`config.mk`:
```
export PLATFORM = sky130hd
export DESIGN_NAME = fifo_ctrl
export DESIGN_NICKNAME = d
export VERILOG_FILES = /design/src/rtl/fifo_ctrl_pkg.sv /design/src/rtl/fifo_ptr.sv /design/src/rtl/fifo_ctrl.sv
export SDC_FILE = /design/constraint.sdc
export NUM_CORES = 1
export LEC_CHECK = 0
export BUFFER_PORTS_ARGS = -buffer_cell sky130_fd_sc_hd__buf_4
export CAP_MARGIN = 20
export CELL_PAD_IN_SITES_DETAIL_PLACEMENT = 2
export CELL_PAD_IN_SITES_GLOBAL_PLACEMENT = 2
export CORE_ASPECT_RATIO = 0.5
export CORE_MARGIN = 1
export CORE_UTILIZATION = 28
export DETAILED_ROUTE_END_ITERATION = 6
export GPL_TIMING_DRIVEN = 0
export PLACE_DENSITY_LB_ADDON = 0.2
export SYNTH_ARGS = -nofsm -noshare
export SYNTH_HDL_FRONTEND = slang
export SYNTH_SLANG_ARGS = --single-unit
```
`constraint.sdc`:
```
create_clock -name clk -period 3.1 [get_ports clk]
set_input_delay 0.31 -clock clk [delete_from_list [all_inputs] [get_ports clk]]
set_output_delay 0.31 -clock clk [all_outputs]
set_load 0.01 [all_outputs]
```
`src/rtl/fifo_ctrl_pkg.sv`:
```
`default_nettype none
// ============================================================================
// Module      : fifo_ctrl_pkg
// Description : Shared types and sizing helpers for the main FIFO controller.
// Revision    : 1.0 - initial release
// ============================================================================
package fifo_ctrl_pkg;

  typedef enum logic [1:0] {
    ST_EMPTY   = 2'd0,
    ST_PARTIAL = 2'd1,
    ST_FULL    = 2'd2
  } fifo_state_t;

  localparam int unsigned C_DEFAULT_QUEUE_SIZE = 3;

  // Number of RAM words addressed by a pointer of the given width.
  function automatic int unsigned fifo_depth(input int unsigned queue_size);
    return 32'd1 << queue_size;
  endfunction

endpackage : fifo_ctrl_pkg
`default_nettype wire

```
`src/rtl/fifo_ptr.sv`:
```
`default_nettype none
// ============================================================================
// Module      : fifo_ptr
// Description : Wrapping RAM address pointer with increment enable.
// Revision    : 1.0 - initial release
// ============================================================================
module fifo_ptr #(
  parameter int WIDTH = 3
) (
  input  logic             clk,
  input  logic             reset,
  input  logic             inc,
  output logic [WIDTH-1:0] ptr
);

  logic [WIDTH-1:0] r_ptr;

  // Overflow past the top address wraps naturally to zero.
  always_ff @(posedge clk or posedge reset) begin
    if (reset) begin
      r_ptr <= '0;
    end else if (inc) begin
      r_ptr <= r_ptr + 1'b1;
    end
  end

  assign ptr = r_ptr;

endmodule : fifo_ptr
`default_nettype wire

```
`src/rtl/fifo_ctrl.sv`:
```
`default_nettype none
// ============================================================================
// Module      : fifo_ctrl
// Description : Push/pop control, occupancy and status flags for the main
//               FIFO RAM. Define FIFO_CTRL_ERR_EN to build the sticky
//               overflow/underflow error flag.
// Revision    : 1.0 - initial release
// ============================================================================
module fifo_ctrl
  import fifo_ctrl_pkg::*;
#(
  parameter int MAIN_QUEUE_SIZE = C_DEFAULT_QUEUE_SIZE
) (
  input  logic                       clk,
  input  logic                       reset,
  input  logic                       push,
  input  logic                       pop,
  input  logic [MAIN_QUEUE_SIZE:0]   af_th,
  input  logic [MAIN_QUEUE_SIZE:0]   ae_th,
  output logic                       write,
  output logic                       read,
  output logic [MAIN_QUEUE_SIZE-1:0] wr_ptr,
  output logic [MAIN_QUEUE_SIZE-1:0] rd_ptr,
  output logic [MAIN_QUEUE_SIZE:0]   count,
  output logic                       full,
  output logic                       empty,
  output logic                       almost_full,
  output logic                       almost_empty,
  output logic                       error
);

  localparam int unsigned DEPTH = fifo_depth(MAIN_QUEUE_SIZE);
  localparam logic [MAIN_QUEUE_SIZE:0] C_DEPTH = (MAIN_QUEUE_SIZE+1)'(DEPTH);
  localparam logic [MAIN_QUEUE_SIZE:0] C_ONE   = (MAIN_QUEUE_SIZE+1)'(1);

  logic                     w_push_ok;
  logic                     w_pop_ok;
  logic [MAIN_QUEUE_SIZE:0] r_count;
  logic [MAIN_QUEUE_SIZE:0] w_count_nxt;
  fifo_state_t              r_state;
  fifo_state_t              w_state_nxt;
  logic                     r_full;
  logic                     r_empty;
  logic                     r_almost_full;
  logic                     r_almost_empty;

  // A push into a full FIFO is fine when the head is popped in the same cycle;
  // the RAM reads the head combinationally before the edge overwrites it.
  assign w_push_ok = push && (!r_full || pop) && !reset;
  assign w_pop_ok  = pop && !r_empty && !reset;

  assign write = w_push_ok;
  assign read  = w_pop_ok;

  fifo_ptr #(
    .WIDTH (MAIN_QUEUE_SIZE)
  ) u_wr_ptr (
    .clk   (clk),
    .reset (reset),
    .inc   (w_push_ok),
    .ptr   (wr_ptr)
  );

  fifo_ptr #(
    .WIDTH (MAIN_QUEUE_SIZE)
  ) u_rd_ptr (
    .clk   (clk),
    .reset (reset),
    .inc   (w_pop_ok),
    .ptr   (rd_ptr)
  );

  always_comb begin
    w_count_nxt = r_count;
    case ({w_push_ok, w_pop_ok})
      2'b10:   w_count_nxt = r_count + C_ONE;
      2'b01:   w_count_nxt = r_count - C_ONE;
      default: w_count_nxt = r_count;
    endcase
  end

  always_comb begin
    w_state_nxt = r_state;
    case (r_state)
      ST_EMPTY: begin
        if (w_push_ok && !w_pop_ok) begin
          w_state_nxt = ST_PARTIAL;
        end
      end
      ST_PARTIAL: begin
        if (w_push_ok && !w_pop_ok && (r_count == C_DEPTH - C_ONE)) begin
          w_state_nxt = ST_FULL;
        end else if (w_pop_ok && !w_push_ok && (r_count == C_ONE)) begin
          w_state_nxt = ST_EMPTY;
        end
      end
      ST_FULL: begin
        if (w_pop_ok && !w_push_ok) begin
          w_state_nxt = ST_PARTIAL;
        end
      end
      default: w_state_nxt = ST_EMPTY;
    endcase
  end

  always_ff @(posedge clk or posedge reset) begin
    if (reset) begin
      r_state <= ST_EMPTY;
      r_count <= '0;
    end else begin
      r_state <= w_state_nxt;
      r_count <= w_count_nxt;
    end
  end

  // Flags are registered from the next count so they line up with count;
  // thresholds are sampled live every cycle.
  always_ff @(posedge clk or posedge reset) begin
    if (reset) begin
      r_full         <= 1'b0;
      r_empty        <= 1'b1;
      r_almost_full  <= 1'b0;
      r_almost_empty <= 1'b1;
    end else begin
      r_full         <= (w_count_nxt == C_DEPTH);
      r_empty        <= (w_count_nxt == '0);
      r_almost_full  <= (w_count_nxt >= af_th);
      r_almost_empty <= (w_count_nxt <= ae_th);
    end
  end

  assign count        = r_count;
  assign full         = r_full;
  assign empty        = r_empty;
  assign almost_full  = r_almost_full;
  assign almost_empty = r_almost_empty;

`ifdef FIFO_CTRL_ERR_EN
  logic r_error;

  always_ff @(posedge clk or posedge reset) begin
    if (reset) begin
      r_error <= 1'b0;
    end else if ((push && r_full && !pop) || (pop && r_empty)) begin
      r_error <= 1'b1;
    end
  end

  assign error = r_error;
`else
  assign error = 1'b0;
`endif

endmodule : fifo_ctrl
`default_nettype wire

```
## Yosys cells after proc, flatten, opt, wreduce, memory -nomap -nowiden

Index checks and enable logic that the tools add are counted.

| word-level totals | value |
|---|---|
| memories kept | 0 |
| memory bits (read-only) | 0 |
| input bits | 12 |
| logic and storage cells | 26 |
| output and inout bits | 17 |
| bits in latches | 0 |
| flip-flop bits (word level) | 14 |
| RAM bits | 0 |

| operators by class | value |
|---|---|
| reduce and logical (&&, ||, !) cells | 9 |
| add/sub/neg operators | 4 |
| equality and inequality tests | 3 |
| bitwise logic cells | 0 |
| muxes and demuxes | 1 |
| shift operators | 0 |
| $lt $le $gt $ge | 2 |
| div/mod/pow operators | 0 |
| multiply operators | 0 |

Operators by type and width:

| cell | number |
|---|---|
| $pmux W4 S2 | 1 |
| $add A3 B1 Y3 const B | 2 |
| $add A4 B1 Y4 const B | 1 |
| $eq A4 B4 Y1 const B | 1 |
| $ge A4 B4 Y1 | 1 |
| $le A4 B4 Y1 | 1 |
| $logic_and A1 B1 Y1 | 4 |
| $logic_not A4 Y1 | 1 |
| $sub A4 B1 Y4 const B | 1 |
| $logic_not A1 Y1 | 3 |
| $eq A2 B1 Y1 const B | 1 |
| $eq A2 B2 Y1 const B | 1 |
| $logic_or A1 B1 Y1 | 1 |

## Longest topological paths before layout

Gate-level depths: netlist (run 1).

| logic depth | value |
|---|---|
| depth after elaboration | 7 |
| mapped depth | 12 |
| mapped depth without buffers | 11 |

## Hierarchy

Synthesis (run 1) repeated with hierarchy kept, for this count alone.

| second synthesis, totals | value |
|---|---|
| cells, all modules | 81 |
| area, all modules | 920.9 µm² |

By module, submodules not included:

| module | area an instance (µm²) | sequential area each (µm²) | cells each | instances |
|---|---|---|---|---|
| fifo_ctrl | 665.6 | 202.7 | 63 | 1 |
| fifo_ptr | 127.6 | 75.1 | 9 | 2 |

## Least setup slack after synthesis (run 1)

Ideal clock, no wire load.

| timing path | value |
|---|---|
| path kind | input port to flip-flop |
| start | input port reset |
| end | register r_almost_full (netlist: almost_full) |
| path slack | -0.278 ns |
| setup time | 0.126 ns |
| data arrival time | 3.252 ns |
| data required time | 2.974 ns |
| cell stages on the path | 11 |
| buffers on the path | 1 |
| cells stage by stage | inv_1 and3_1 clkbuf_1 inv_1 ha_1 fa_1 mux2_2 ha_1 a21o_1 maj3_1 maj3_2 |

| on the way | value |
|---|---|
| longest elaborated chain between the ends | 5 |
| elaborated cells on any way between the ends | 7 |
| classes of those cells | order compare: 1; eq/ne: 2; mux: 1; reduce/logical: 3 |

RTL lines:

| item | line | source |
|---|---|---|
| from (decl) | fifo_ctrl.sv:15 | `input logic reset,` |
| $logic_not A1 Y1 (no source line) * | -- |  |
| $logic_and A1 B1 Y1 * | fifo_ctrl.sv:49 | `assign w_push_ok = push && (!r_full \|\| pop) && !reset;` |
| net write | fifo_ctrl.sv:20 | `output logic write,` |
| $eq A2 B1 Y1 or $eq A2 B2 Y1 (tied branches) | fifo_ctrl.sv:75 | `case ({w_push_ok, w_pop_ok})` |
| $pmux W4 S2 * | fifo_ctrl.sv:75 |  |
| net w_count_nxt[1] | fifo_ctrl.sv:39 | `logic [MAIN_QUEUE_SIZE:0] w_count_nxt;` |
| $ge A4 B4 Y1 * | fifo_ctrl.sv:127 | `r_almost_full <= (w_count_nxt >= af_th);` |
| to (signal assigned) | fifo_ctrl.sv:127 |  |
| to (decl) | fifo_ctrl.sv:44 | `logic r_almost_full;` |

Mark *: on every way through the listed nets, which the timed path passes. The rest lies on a longest branch.
A chain may end at the register's enable or synchronous reset.

## Final worst setup path (run 1)

| timing path | value |
|---|---|
| start | register r_full (netlist: full) |
| end | register r_almost_full (netlist: almost_full) |

| on the way | value |
|---|---|
| longest elaborated chain between the ends | 7 |
| elaborated cells on any way between the ends | 8 |
| classes of those cells | order compare: 1; eq/ne: 2; mux: 1; reduce/logical: 4 |

RTL lines:

| item | line | source |
|---|---|---|
| from (decl) | fifo_ctrl.sv:42 | `logic r_full;` |
| from (signal assigned) | fifo_ctrl.sv:125 | `r_full <= (w_count_nxt == C_DEPTH);` |
| $logic_not A1 Y1 * | fifo_ctrl.sv:49 |  |
| $logic_or A1 B1 Y1 * | fifo_ctrl.sv:49 |  |
| $logic_and A1 B1 Y1 * (2 in series) | fifo_ctrl.sv:49 |  |
| $eq A2 B1 Y1 or $eq A2 B2 Y1 (tied branches) | fifo_ctrl.sv:75 |  |
| $pmux W4 S2 * | fifo_ctrl.sv:75 |  |
| net w_count_nxt[1] | fifo_ctrl.sv:39 |  |
| $ge A4 B4 Y1 * | fifo_ctrl.sv:127 |  |

Marks and branches as above.

==> results of run 1 <==
[cell usage in the layout (no fill, tap or decap), types with 3 or more instances in the layout]
cell      Yosys  routed
dfrtp_1      12      12
nor3b_1       4       3
buf_4         1      30
inv_1        10       9
clkbuf_8      0       4
ha_1         10       9
xnor2_1       3       3
nand2_1       3       3
mux2_2        4       3
[synth_stat cells, drive strengths merged, types with 2 or more instances]
| master | count |
|---|---|
| o211ai | 2 |
| xnor2 | 3 |
| dfstp | 2 |
| xor2 | 3 |
| nand3 | 2 |
| mux2 | 4 |
| ha | 10 |
| nand2 | 3 |
| nor2b | 2 |
| maj3 | 3 |
| a21oi | 2 |
| nand2b | 2 |
| buf | 2 |
| nor3b | 4 |
| inv | 10 |
| dfrtp | 12 |
[metrics by stage]
stage	setup TNS, ns	std cells
6_report	0	153
5_1_grt	0	153
4_1_cts	0	153
3_5_place_dp	-0.783	147
3_3_place_gp	-0.536	147
2_1_floorplan	0	80
[metal layers]
layer	part of all wire [%]	track usage [%]
met5	0	0
met2	56	28.5
met4	0.65	4.14
met1	39	17.0
met3	4.1	3.91
[final cells by class]
| cell class | instances | area [um^2] | share of cell area (%) |
|---|---|---|---|
| multi-input cells | 53 | 533 | 41.6 |
| flip-flops and latches | 14 | 353 | 27.6 |
| repair buffers | 29 | 218 | 17.0 |
| clock buffers | 4 | 55.1 | 4.30 |
| well taps | 40 | 50.0 | 3.91 |
| inverters | 10 | 41.3 | 3.23 |
| plain buffers | 3 | 30.0 | 2.35 |
[registers in the layout, summed over array words and instances, names as in the netlist]
register	cells
empty	1
count	4
full	1
u_wr_ptr.ptr	3
u_rd_ptr.ptr	3
almost_empty	1
almost_full	1
[worst max-delay path by stage]
stage	slack [ns]	cells after the start	endpoint	startpoint
after CTS	0.008	11	almost_full	full
after global routing	0.05	12	almost_empty	full
after detailed placement	-0.44	12	almost_full	reset
after floorplan	0.02	11	almost_full	reset
final	0.15	11	almost_full	full
after global placement	-0.32	12	almost_full	reset
[logic make-up (layout without fill, tap and decap cells)]
family | count (synthesis) | after routing | synth area share, %
flip-flops | 14 | 14 | 38.7
XOR/XNOR | 6 | 6 | 5.77
AND/OR/NAND/NOR | 17 | 17 | 11.7
adder cells (fa/ha/maj) | 14 | 14 | 19.4
buffers and inverters | 13 | 46 | 6.59
AO/OA/AOI/OAI | 11 | 11 | 12.5
other | 1 | 1 | 0.412
multiplexers | 4 | 4 | 4.94
[report_power, final]
part | total [mW] | switching [mW] | internal (mW)
Combinational | 0.679 | 0.317 | 0.362
Clock | 0.182 | 0.0689 | 0.113
Sequential | 0.365 | 0.0869 | 0.278
[repair_timing]
item,4_1_cts,5_1_grt
endpoints found under the setup margin,2,2
setup buffers,2,0
gates resized for setup,1,6
cloned,0,0
[critical path, delay by kind of cell, from the launching register on]
family,cells,cell delay (ns)
mux,1,0.31
simple gates,2,0.27
fa+ha+maj,5,1.52
buf+inv,2,0.18
compound gates,1,0.16
flops,1,0.39
==> results.md, run 1 <==
- Outcome: finished, final reports clean
- Yosys reg bits: 14
- Final Skew: roughly 0.0011 ns
- Die Span Y: roughly 42 um
- Largest net degree at the start of global routing: 15
- Clk Latency, worst-skew pair: 0.25 ns
- Peak supply drop: 0.279 mV
- DRC viols: 0
- Area delta synth->final: 40.5%
- Critical path class: reg2reg
- Top post-synthesis cells by area: dfrtp_1, ha_1, dfstp_2
- Synth cell types: 33
- Area after DPL: between 0.001 and 0.0015 mm^2
- Ant. Diodes: 0
- Clock buffer count from CTS: 3
- Synthesis warning total: 0
- R2R Setup Slk: 0.15 ns
- Port bufs: 27
- Power per cell area: between 900 and 1000 mW/mm^2
- Starting density of the core: 29.9%
- Gate Count Post-Synth: 80
- Htree depth: 1
- Cts hold-fix bufs: 0
- Hold Crit Class: in2async
- Drt pass-1 iters: 2
- GR Util All Layers: 15.3%
- Post-DP HPWL: 1830 um
- Core Region: ~0.0030 mm^2
- Crit path time final: 2.95 ns
- Vias per cell: 4.80
- Crit-path max cell delay: ~0.44 ns
- Die footprint: about 0.0035 mm^2
- Sequential area share after synthesis: 38.7%
- IO Count: 29
- Max-Cap Viols: 0
- Critical path required time: 3.23 ns
- Tightest Pin Transition: between 0.5 and 0.6 ns
- Source of the worst register-to-register timing path: full
- Worst-path clk slew: 0.06 ns
- Total number of vias: 735
- Syn Nets: about 100
- Asr flop ratio synth: 100%
- Synth top area share: 33.0%
- # setup viols final: 0
- CP Capture Type: flip-flop
- Share of cells above drive strength 1: 46.0%
- Lkg Pwr: between 0.5 and 0.6 nW
- CP most frequent cell: maj3_2
- Vias in the first global route: 821
- Max Slew Vio Count: 0
- Startpoint types: flip-flop
- Syn Area/Cell: about 11 um^2
- Gpl congestion: about 0.7
- Core Util, Final: 42.0%
- Largest area contributor in the netlist: dfrtp_1
- Dpl ws: -0.438 ns
- CTS tree: built
- Rel. slew slack: a little under two thirds
- Routed len/inst: approximately 15 um
- Initial antenna violation count: 0
- Layout Nets: 137
- Hold Fails Final Rpt: 0
- Power consumption: 1.23 mW
- Mapped Area: roughly 910 um^2
- Fill cell count: 329
- Number of flops mapped to enable cells by yosys: 0
- Worst hold slack: 0.112 ns
- Clock buffer depth: 2
- Overflow after GRT: 0
- Die X: 82.7 um
- Reg2reg path depth: 11
- Routed WL: 2320 um
- Slowest-stage cell, CP: fa_1
- Row count: 14
- Final Instance Area: 0.00128 mm^2
- CP cell instances: nand2b_1, and3_4, buf_6, inv_1, ha_4, fa_1, mux2_4, ha_1, a21o_1, maj3_2, maj3_2
- First-pass GRT wire length: 3840 um
- Final cycle utilization of the critical path: a little over nine tenths
- CTS root buf: clkbuf_8
- Setup repair after global routing missed its margin: no
- Crit-path max FO: 5
- Starting DRC count in detailed routing: 20
- PnR worst setup slack: 0.153 ns
- Fmax: 339 MHz
- Top FF cell, synth: dfrtp_1
- CP arrival: about 3.1 ns
- Worst R2R End: almost_full
- Clk sinks: 14
- Final ANT Viol Nets: 0
Note: power is estimated with default switching activity, not from simulation.
==> run 2: changes to the inputs <==
- ABC_AREA: default -> 1
- CORE_UTILIZATION: 28 -> 25
==> run 2 against run 1 <==
Sequential power shrank 1%. Clock power decreased by 20%. Non-clock buffer count down 4. Synthesized area increased by 0.69%. Sequential share of layout area is 1.2 points higher. Critical path depth is 3 higher.
==> results.md, run 2 <==
- Outcome: finished, final reports clean
- Power per cell area: 961 mW/mm^2 (+0.35%)
- Core Region: 0.00347 mm^2 (+14%)
- Routed WL: 2160 um (-7.1%)
- Largest area contributor in the netlist: dfrtp_1
- Crit-path max FO: 5 (unchanged)
- Htree depth: 1 (unchanged)
- Crit path time final: 2.64 ns (-0.311 ns)
- Setup repair after global routing missed its margin: no
- Synth top area share: 32.7% (-0.22 points)
- Overflow after GRT: 0 (unchanged)
- Final cycle utilization of the critical path: 85.0% (-10 points)
- Starting DRC count in detailed routing: 6 (-70%)
- Area delta synth->final: 34.0%
- Ant. Diodes: 0 (unchanged)
- Critical path required time: 3.23 ns (about the same)
- Post-DP HPWL: 1810 um (-0.78%)
- Clock buffer depth: 2 (unchanged)
- Sequential area share after synthesis: 38.5% (-0.26 points)
- Die footprint: 0.00393 mm^2 (+12%)
- Die Span Y: 44.8 um (+5.9%)
- Asr flop ratio synth: 100% (unchanged)
- Row count: 15 (+1)
- Port bufs: 27 (unchanged)
- Syn Nets: 135 (+31%)
- Routed len/inst: 11.2 um (-26%)
- Clk sinks: 14 (unchanged)
- Clk Latency, worst-skew pair: 0.24 ns (about the same)
- Number of flip-flops in the largest register: 4 (unchanged)
- # setup viols final: 0 (unchanged)
- Lkg Pwr: 0.681 nW (+14%)
- Initial antenna violation count: 0 (unchanged)
- Most common cell after layout, fill and taps aside: nand2_1
- Max-Cap Viols: 0 (unchanged)
- Hold Crit Class: in2async
- Top post-synthesis cells by area: dfrtp_1, nand2_1, ha_1
- CTS root buf: clkbuf_8
- Share of cells above drive strength 1: 28.9% (-17 points)
- Drt pass-1 iters: 3 (+1)
- Vias per cell: 4.14 (-14%)
- Hold Fails Final Rpt: 0 (unchanged)
- Postcts setup bufs: 0 (-2)
- Non-Filler Instances: 193 (+26%)
- Yosys reg bits: 14 (unchanged)
- Final Skew: 0.000715 ns (-0.000392 ns)
- Top FF cell, synth: dfrtp_1
- Max Slew Vio Count: 0 (unchanged)
- Largest net degree at the start of global routing: 16 (+1)
- CTS tree: built
- Worst-path clk slew: 0.05 ns (about the same)
- GR Util All Layers: 12.9% (-2.3 points)
- Synthesis warning total: 0 (unchanged)
- Peak supply drop: 0.203 mV (-27%)
- Vias in the first global route: 871 (+6.1%)
- Placed insts: 190 (+29%)
- Layout Nets: 167 (+22%)
- Mapped Area: 917 um^2 (+0.69%)
- Die X: 87.7 um (+6.0%)
- IO Count: 29 (unchanged)
- CP arrival: 2.77 ns (-0.31 ns)
- Most frequent cells in the layout: nand2_1, buf_4, inv_1
- DRC viols: 0 (unchanged)
- Gate Count Post-Synth: 112 (+40%)
- Clock buffer count from CTS: 3 (unchanged)
- Core Util, Final: 35.4% (-6.6 points)
- Most frequent cell after synthesis: nand2_1
- Final ANT Viol Nets: 0 (unchanged)
- Starting density of the core: 26.4% (-3.5 points)
- First-pass GRT wire length: 3860 um (+0.36%)
- Startpoint types: flip-flop
- Gpl congestion: 0.655 (-6.2%)
- Synth cell count leaders: nand2_1, inv_1, dfrtp_1
- Syn Area/Cell: 8.19 um^2 (-28%)
- Critical path class: reg2reg
- Total number of vias: 799 (+8.7%)
- Fmax: 379 MHz (+12%)
- CP Capture Type: flip-flop
- Synth cell types: 23 (-30%)
- Number of flops mapped to enable cells by yosys: 0 (unchanged)
-- run 2: cell count changes after synthesis, moves of 3 or more --
cell	previous run	this run
nand2_1	3	36
nand3_1	2	8
mux2_2	4	1
inv_1	10	21
nor3b_1	4	0
nand4_1	0	3
-- run 2: cells by family (layout without fill, tap and decap cells) --
kind of cell | after synthesis | count (layout) | synth area share, %
flip-flops | 14 | 14 | 38.5
other | 1 | 1 | 0.409
multiplexers | 1 | 1 | 1.23
AND/OR/NAND/NOR | 55 | 55 | 28.1
AO/OA/AOI/OAI | 2 | 2 | 1.36
buffers and inverters | 23 | 53 | 9.82
adder cells (fa/ha/maj) | 11 | 11 | 15.8
XOR/XNOR | 5 | 5 | 4.77
-- run 2: worst max-delay path, cell delays in order (launching register included) --
cell     delay, ns
dfstp_2       0.37
nor3_2        0.36
ha_1          0.37
fa_1          0.45
nand2_1       0.11
nand2_1       0.12
ha_1          0.29
nand2_1       0.08
nand2_1       0.05
nand2_1       0.07
nand2_2       0.06
nand2_1       0.05
nand2_1       0.04
nand2_1       0.05
nand2_1       0.05
-- run 2: through the flow --
stage                     TNS (ns)  area, um^2  hold slack, ns  setup WS (ns)  total power, mW
after floorplan                  0         917           0.206          0.558            0.780
after global placement           0        1180           0.412        0.00550             1.02
after detailed placement   -0.0538        1180           0.414        -0.0294             1.05
after CTS                        0        1220           0.158          0.211             1.21
after global routing             0        1230          0.0654          0.132             1.33
final                            0        1230          0.0441          0.464             1.18
-- run 2: where the power goes --
group          internal (mW)  switching (mW)
Sequential             0.280          0.0808
Combinational          0.307           0.367
Clock                 0.0858          0.0597
Total                  0.673           0.507
-- run 2: worst paths after layout --
path                                 start         endpoint  slack (ns)  depth (start not counted)
setup reg to reg                     empty      almost_full        0.46                         14
setup / recovery                     empty      almost_full        0.46                         14
min in group clk                  af_th[3]      almost_full        0.33                          4
max in group asynchronous            reset     almost_empty        2.78                          2
hold reg to reg            u_rd_ptr.ptr[2]  u_rd_ptr.ptr[2]        0.47                          1
hold / removal                       reset  u_rd_ptr.ptr[2]        0.04                          2
-- run 2: area by class of cell --
cell class | count | area [um^2]
plain buffers | 1 | 7.51
clock buffers | 3 | 41.3
fillers | 423 | 2240
inverters | 22 | 86.3
multi-input cells | 75 | 474
flip-flops and latches | 14 | 353
well taps | 51 | 63.8
repair buffers | 27 | 203
-- run 2: metal layers --
layer	GRT usage (%)	vias to the layer above	routed length [um]
met4	1.97	0	0
met1	16.4	372	1040
met3	3.29	0	106
met5	0	-	0
met2	23.1	20	1000
li1	-	407	-
-- run 2: repair_timing --
| action | 4_1_cts | 5_1_grt |
|---|---|---|
| hold buffers | 0 | 0 |
| setup endpoints to repair | 0 | 2 |
| resized for setup | 0 | 1 |
==> run 3: changes to the inputs <==
- CORE_ASPECT_RATIO: 0.5 -> 1.75
==> run 3 against run 2 <==
Clock power up 22%. Hold slack better by 0.0042 ns. First-iteration DRC count increased by 100%. Flip-flop and latch count unchanged. Non-clock buffer count unchanged. Routed wire length grew 4.3%. Sequential power is essentially flat. Clock skew rose by 0.0015 ns. Die area fell by 0.13%. Utilization rose by 0.58 points. Critical path depth unchanged.
==> results.md, run 3 (synthesis results as in run 2) <==
- Non-Filler Instances: 188 (-2.6%)
- GR Util All Layers: 13.1% (+0.14 points)
- Worst hold slack: 0.0483 ns (+0.00419 ns)
- First-pass GRT wire length: 3640 um (-5.5%)
- Clk sinks: 14 (unchanged)
- Worst R2R End: almost_full
- Fmax: 373 MHz (-1.6%)
- Core Util, Final: 36.0% (+0.58 points)
- Routed WL: 2250 um (+4.3%)
- CP arrival: 2.82 ns (+0.05 ns)
- CP Capture Type: flip-flop
- Crit-path max FO: 5 (unchanged)
- Initial antenna violation count: 0 (unchanged)
- Hold Crit Class: in2async
- Largest net degree at the start of global routing: 16 (unchanged)
- Ant. Diodes: 0 (unchanged)
- CTS tree: built
- Final cycle utilization of the critical path: 86.5% (+1.4 points)
- Slowest-stage cell, CP: fa_1
- Max-Cap Viols: 0 (unchanged)
- Peak supply drop: 0.330 mV (+62%)
- Die Span Y: 82.1 um (+83%)
- Vias in the first global route: 894 (+2.6%)
- Total number of vias: 839 (+5.0%)
- Crit-path max cell delay: 0.47 ns (+0.02 ns)
- Number of flip-flops in the largest register: 4 (unchanged)
- Routed len/inst: 12.0 um (+7.1%)
- Reg2reg path depth: 14 (unchanged)
- Clock buffer count from CTS: 3 (unchanged)
- Crit path time final: 2.68 ns (+0.0439 ns)
- IO Count: 29 (unchanged)
- Layout Nets: 167 (unchanged)
- Delay-heaviest family, CP: adder cells
- Final ANT Viol Nets: 0 (unchanged)
- Worst-path clk slew: 0.06 ns (about the same)
- CP cell instances: nor3_2, ha_1, fa_1, nand2_1, nand2_1, ha_1, nand2_1, nand2_1, nand2_1, nand2_2, nand2_1, nand2_1, nand2_1, nand2_1
- Dpl ws: -0.142 ns (-0.113 ns)
- Gpl congestion: 0.713 (+8.9%)
- Htree depth: 1 (unchanged)
- Die footprint: 0.00392 mm^2 (-0.13%)
- CTS root buf: clkbuf_8
- Drt pass-1 iters: 2 (-1)
- Share of cells above drive strength 1: 29.4% (+0.50 points)
- PnR worst setup slack: 0.420 ns (-0.0439 ns)
- Core Region: 0.00343 mm^2 (-1.1%)
- Starting density of the core: 26.7% (+0.30 points)
- Clock buffer depth: 2 (unchanged)
- Most frequent cells in the layout: nand2_1, buf_4, inv_1
- Critical path required time: 3.24 ns (about the same)
- Setup TNS: 0 ns (unchanged)
- # setup viols final: 0 (unchanged)
- Final Instance Area: 0.00123 mm^2 (+0.51%)
- Area delta synth->final: 34.7%
- R2R Setup Slk: 0.42 ns (-0.04 ns)
- Clk Latency, worst-skew pair: 0.25 ns (about the same)
- Cts hold-fix bufs: 0 (unchanged)
- Lkg Pwr: 0.689 nW (+1.1%)
- Starting DRC count in detailed routing: 12 (+6)
- DRC viols: 0 (unchanged)
- Power consumption: 1.21 mW (+2.8%)
- Source of the worst register-to-register timing path: empty
- Postcts setup bufs: 0 (unchanged)
- Area after DPL: 0.00118 mm^2 (-0.63%)
- Vias per cell: 4.46 (+7.8%)
- Startpoint types: flip-flop
- Max Slew Vio Count: 0 (unchanged)
- Hold Fails Final Rpt: 0 (unchanged)
- Setup repair after global routing missed its margin: no
- Placed insts: 184 (-3.2%)
- Critical path class: reg2reg
- Port bufs: 27 (unchanged)
- Power per cell area: 983 mW/mm^2 (+2.3%)
- Crit path buffers/inverters: 0 (unchanged)
- Overflow after GRT: 0 (unchanged)
- Final Skew: 0.00224 ns (+0.00153 ns)
- Outcome: finished, final reports clean
- Die X: 47.8 um (-45%)
- CP most frequent cell: nand2_1
- Post-DP HPWL: 1990 um (+9.6%)
- Row count: 28 (+13)
- Most common cell after layout, fill and taps aside: nand2_1
-- run 3: cell count changes in the layout (fill, tap and decap cells not counted), sizes merged --
cell,change
clkbuf,+1
-- run 3: routing by layer --
layer | routed length, um | part of all wire [%] | GRT usage [%] | vias up
met3 | 112 | 5.0 | 2.17 | 5
li1 | - | - | - | 408
met2 | 1320 | 58 | 25.3 | 23
met1 | 779 | 35 | 12.7 | 403
met5 | 0 | 0 | 0 | -
met4 | 40 | 1.8 | 5.00 | 0
-- run 3: timing repair --
action | in CTS | in global routing
resized for setup | 0 | 1
endpoints found under the hold margin | 0 | 0
endpoints found under the setup margin | 0 | 2
-- run 3: report_power, final --
part | internal, mW | total [mW] | switching [mW] | leakage (nW)
clock | 0.112 | 0.177 | 0.0641 | 0.0288
sequential | 0.280 | 0.360 | 0.0804 | 0.165
combinational | 0.306 | 0.676 | 0.370 | 0.495
-- run 3: final cells by class --
class | count | area (um^2)
plain buffers | 1 | 7.51
inverters | 22 | 86.3
multi-input cells | 75 | 474
repair buffers | 27 | 203
clock buffers | 4 | 55.1
fillers | 453 | 2200
well taps | 45 | 56.3
flip-flops and latches | 14 | 353
-- run 3: how the worst max path moves through the flow --
| stage | to | depth (start not counted) | slack, ns | start |
|---|---|---|---|---|
| after floorplan | almost_full | 15 | 0.56 | reset |
| after global placement | almost_empty | 17 | -0.03 | reset |
| after detailed placement | almost_empty | 17 | -0.14 | reset |
| after CTS | almost_empty | 17 | 0.12 | reset |
| after global routing | almost_full | 16 | 0.08 | reset |
| final | almost_full | 14 | 0.42 | empty |
-- run 3: worst register-to-register path, cell delays in order, from the launching register on --
cell     delay, ns
dfstp_2       0.37
nor3_2        0.35
ha_1          0.37
fa_1          0.47
nand2_1       0.13
nand2_1       0.13
ha_1          0.30
nand2_1       0.09
nand2_1       0.05
nand2_1       0.06
nand2_2       0.06
nand2_1       0.05
nand2_1       0.05
nand2_1       0.06
nand2_1       0.04
